### src/rtl/cpu_pkg.sv
// Types, constants and helpers shared by the fetch/branch control logic.
package cpu_pkg;

    typedef enum logic {RUN, BR_WAIT} br_state_t;

    localparam int PC_STEP = 4;

    function automatic logic [31:0] sext16(input logic [15:0] v);
        return {{16{v[15]}}, v};
    endfunction

endpackage

### src/rtl/branch_target_calc.sv
// Combinational redirect targets for the ID-stage beq and j instructions.
module branch_target_calc
    import cpu_pkg::*;
(
    input  logic [31:0] idPc4,
    input  logic [15:0] idImm16,
    input  logic [25:0] idJidx,
    output logic [31:0] brTgt,
    output logic [31:0] jTgt
);

    // Carries out of bit 31 are dropped, so targets wrap modulo 2^32.
    assign brTgt = idPc4 + (sext16(idImm16) << 2);
    assign jTgt  = {idPc4[31:28], idJidx, 2'b00};

endmodule

### src/rtl/branch_pc_ctrl.sv
// PC register, next-PC selection and IF/ID control for beq/j redirects,
// with a hold state for branches whose operands are still being forwarded.
module branch_pc_ctrl
    import cpu_pkg::*;
#(
    parameter logic [31:0] RESET_PC = 32'h0000_3000,
    parameter int          CNT_W    = 16
) (
    input  logic             clk,
    input  logic             rst,
    input  logic             stall_i,
    input  logic             id_is_beq,
    input  logic             id_is_j,
    input  logic             opnd_ready,
    input  logic             res_beq,
    input  logic [31:0]      id_pc4,
    input  logic [15:0]      id_imm16,
    input  logic [25:0]      id_jidx,
    output logic [31:0]      pc_o,
    output logic             if_id_en,
    output logic             if_id_flush,
    output logic             br_wait_o,
    output logic [CNT_W-1:0] taken_cnt
);

    br_state_t   state, stateNext;
    logic [31:0] pcNext;
    logic [31:0] brTgt, jTgt;
    logic        takenInc;

    branch_target_calc uTgt (
        .idPc4   (id_pc4),
        .idImm16 (id_imm16),
        .idJidx  (id_jidx),
        .brTgt   (brTgt),
        .jTgt    (jTgt)
    );

    always_ff @(posedge clk or posedge rst) begin
        if (rst) begin
            state     <= RUN;
            pc_o      <= RESET_PC;
            taken_cnt <= '0;
        end else begin
            state <= stateNext;
            pc_o  <= pcNext;
            if (takenInc)
                taken_cnt <= taken_cnt + CNT_W'(1);
        end
    end

    assign br_wait_o = (state == BR_WAIT);

    // BR_WAIT resolves on opnd_ready alone; the waiting beq is still in ID.
    always_comb begin
        stateNext   = state;
        pcNext      = pc_o;
        if_id_en    = 1'b0;
        if_id_flush = 1'b0;
        takenInc    = 1'b0;
        if (!rst && !stall_i) begin
            if (state == BR_WAIT || id_is_beq) begin
                if (!opnd_ready) begin
                    stateNext = BR_WAIT;
                end else begin
                    stateNext = RUN;
                    if_id_en  = 1'b1;
                    if (res_beq) begin
                        pcNext      = brTgt;
                        if_id_flush = 1'b1;
                        takenInc    = 1'b1;
                    end else begin
                        pcNext = pc_o + 32'(PC_STEP);
                    end
                end
            end else if (id_is_j) begin
                pcNext      = jTgt;
                if_id_en    = 1'b1;
                if_id_flush = 1'b1;
                takenInc    = 1'b1;
            end else begin
                pcNext   = pc_o + 32'(PC_STEP);
                if_id_en = 1'b1;
            end
        end
    end

    // beq and j decoded together means the decoder is broken.
    assert property (@(posedge clk) disable iff (rst) !(id_is_beq && id_is_j))
        else $error("branch_pc_ctrl: id_is_beq and id_is_j both asserted");

endmodule

### config.mk
export PLATFORM = sky130hd
export DESIGN_NAME = branch_pc_ctrl
export DESIGN_NICKNAME = d
export VERILOG_FILES = /design/src/rtl/cpu_pkg.sv /design/src/rtl/branch_target_calc.sv /design/src/rtl/branch_pc_ctrl.sv
export SDC_FILE = /design/constraint.sdc
export NUM_CORES = 1
export LEC_CHECK = 0
export BUFFER_PORTS_ARGS = -buffer_cell sky130_fd_sc_hd__buf_2
export CAP_MARGIN = 20
export CORE_MARGIN = 2
export CORE_UTILIZATION = 35
export CTS_CLUSTER_SIZE = 12
export DETAILED_ROUTE_END_ITERATION = 8
export GPL_ROUTABILITY_DRIVEN = 0
export PLACE_DENSITY_LB_ADDON = 0.08
export SETUP_SLACK_MARGIN = 0.2
export SYNTH_ARGS = -nofsm -noshare
export SYNTH_HDL_FRONTEND = slang
export SYNTH_SLANG_ARGS = --single-unit
### constraint.sdc
create_clock -name clk -period 5.33 [get_ports clk]
set_input_delay 0.2665 -clock clk [delete_from_list [all_inputs] [get_ports clk]]
set_output_delay 0.2665 -clock clk [all_outputs]
set_load 0.05 [all_outputs]
==> results.ini <==
[worst_hold_path]
worstHoldPathCells=2
min_from=id_pc4[0]
hold_end=pc_o[0]$_DFFE_PP0P_
hp-class=primary input to flop

[synth]
yosys.area.top_type=dfrtp_1
syn_avg_cell_area_um2=7.84
ys_top_cells_by_count=65 x nand2_1, 51 x a21oi_1, 51 x nor2_1, 47 x dfrtp_1, 44 x o21ai_0
synth.area.top_cells=dfrtp_1 25%, ha_1 8.2%, a21oi_1 5.4%
synth_seq_cells=49
synth_cell_types=68
netlist_area_mm2=0.00470
syn-num-nets=713
synth_top_area_share=0.250
yosys_warnings=0
synth_cells=600
ys_seq_area_frac=0.261
yosysMostFrequentCell=nand2_1
synthArstFlopShare=1.00
synth-edff-count=0
ys.flop_type=dfrtp_1

[routing]
vias=5051
drt_wl_total_mm=15.4
drtPass1Iterations=4
vias_per_cell=5.66
ant_nets=0
drtIter0Drc=311
wl_per_cell_um=17.3
drc_errors=0

[power_and_ir_drop]
irDropWorstVdd_v=0.000144
total_power_uw=1810
p_leak_uw=0.00259
power-per-cell-area_mw_per_mm2=318

[floorplanning]
initial_utilization=0.357
die_width_um=120
die_area_mm2=0.0144
num_io_pins=132
core_area_mm2=0.0132
die_y_um=120
fp-row-count=42

[cells_and_area]
synthToLayoutAreaGrowth_pct=20.7
fin_nets=828
insertedDiodeCount=0
fill_cells=1386
seqCellArea_mm2=0.00123
post-route-util=0.431
multi_input_area_mm2=0.00330
drive_above_1_share=0.226

[global_routing]
grt_pass1_wl_mm=24.7
globalRouteOverflowTotal=0
grt_max_degree=41
grt_usage=0.211
antenna_found_initial=0
grt_pass1_vias=4821

[run]
max_cap_viol_count=0

[timing]
setup_tns_ps=0
fin_crit_ps=3100
tightest_slew_ps=981
rsz0062_at_grt=no
setup_viol=0
drv_slew=0
max-slew-margin-rel=0.344
max_freq_ghz=0.323
min_period_over_period=0.581
clock_skew_ps=7.00
hold_viol_final=0

[clocking]
clock_latency_ps=300
cts-resized-gates=0
cts_max_path_buffers=2
cts_buffers=5
h-tree-depth=2
clock-sinks=49
cts_setup_buffers=0
cts_root_buf=clkbuf_16
cts_tree=yes
clk_pin_slew_ps=70

[worst_setup_path]
arrival_ps=2830
required_ps=5060
cp-end-kind=primary output
worst-r2r-cell-count=10
reg2reg_to=taken_cnt[10]$_DFFE_PP0P_
regToRegStartpoint=br_wait_o$_DFFE_PP0P_
crit_fanout=29
startpoint_type=flop
r2r_slack_ps=2360
path_class=flop to primary output

[placed_design]
io_buffers=131
dp_hpwl_mm=12.0

[status]
status=finished, final reports clean

[metrics by stage]
| stage | hold slack [ps] | cell area, um^2 | cells | setup WS (ps) |
|---|---|---|---|---|
| after floorplan | 399 | 4700 | 600 | 2740 |
| after global placement | 455 | 5500 | 882 | 2250 |
| after detailed placement | 219 | 5520 | 883 | 2190 |
| after CTS | 195 | 5680 | 892 | 2220 |
| after global routing | 203 | 5680 | 892 | 2000 |
| final | 197 | 5680 | 892 | 2230 |
[report_power, final]
group          total, uW  switching (uW)  internal (uW)  leakage (uW)
sequential           583             126            458      0.000616
combinational        891             621            270       0.00190
clock                332             155            177     0.0000704
[registers in the layout, summed over array words and instances, names as in the netlist]
signal and count:
taken_cnt 16, pc_o 32, br_wait_o 1
[what timing repair did]
item | 4_1_cts | 5_1_grt
setup endpoints to repair | 0 | 0
hold endpoints to repair | 10 | 0
hold buffers | 1 | 0
[layer usage]
layer,routed length [um],global-route usage
met5,0,0
met4,199,0.0471
met3,773,0.0290
met2,7210,0.353
met1,7250,0.290
[worst max path at each step]
stage	start	to	slack [ps]	depth (start not counted)
after detailed placement	id_is_j	taken_cnt[10]$_DFFE_PP0P_	2190	9
after floorplan	br_wait_o$_DFFE_PP0P_	taken_cnt[10]$_DFFE_PP0P_	2740	8
final	br_wait_o$_DFFE_PP0P_	if_id_flush	2230	7
after global routing	br_wait_o$_DFFE_PP0P_	if_id_flush	2000	7
after CTS	br_wait_o$_DFFE_PP0P_	if_id_flush	2220	7
after global placement	id_is_j	taken_cnt[10]$_DFFE_PP0P_	2250	9
[cells by family (layout without fill, tap and decap cells)]
kind of cell	Yosys count	in the layout	share of synthesized area
fa+ha+maj	32	32	0.0867
mux	12	12	0.0261
simple gates	221	221	0.237
xor+xnor	43	43	0.0801
compound gates	196	196	0.270
flops	49	49	0.261
buf+inv	47	163	0.0386
[critical path, cell delays in order (launching register included)]
cell and delay, ps:
dfrtp_1 470, nor2_1 780, o21ai_2 100, inv_1 90, buf_4 320, nand2_1 280
inv_1 220, buf_2 290
[cells in the final DEF (no fill, tap or decap), types with 10 or more instances in the layout]
cell type and count:
a21oi_1 51, and3_1 11, buf_2 131, dfrtp_1 47
ha_1 31, inv_1 17, mux2i_1 10, nand2_1 65
nand3_1 22, nand4_1 16, nor2_1 51, nor3_1 19
o21ai_0 44, xnor2_1 26, xor2_1 17
[layout make-up]
| type | instances | area share |
|---|---|---|
| Multi-Input combinational cell | 504 | 0.581 |
| Sequential cell | 49 | 0.216 |
| Timing Repair Buffer | 137 | 0.126 |
| Tap cell | 176 | 0.0388 |
| Clock buffer | 5 | 0.0220 |
| Inverter | 18 | 0.0119 |
| Clock inverter | 3 | 0.00441 |
Power figures use the tool's default switching activity.
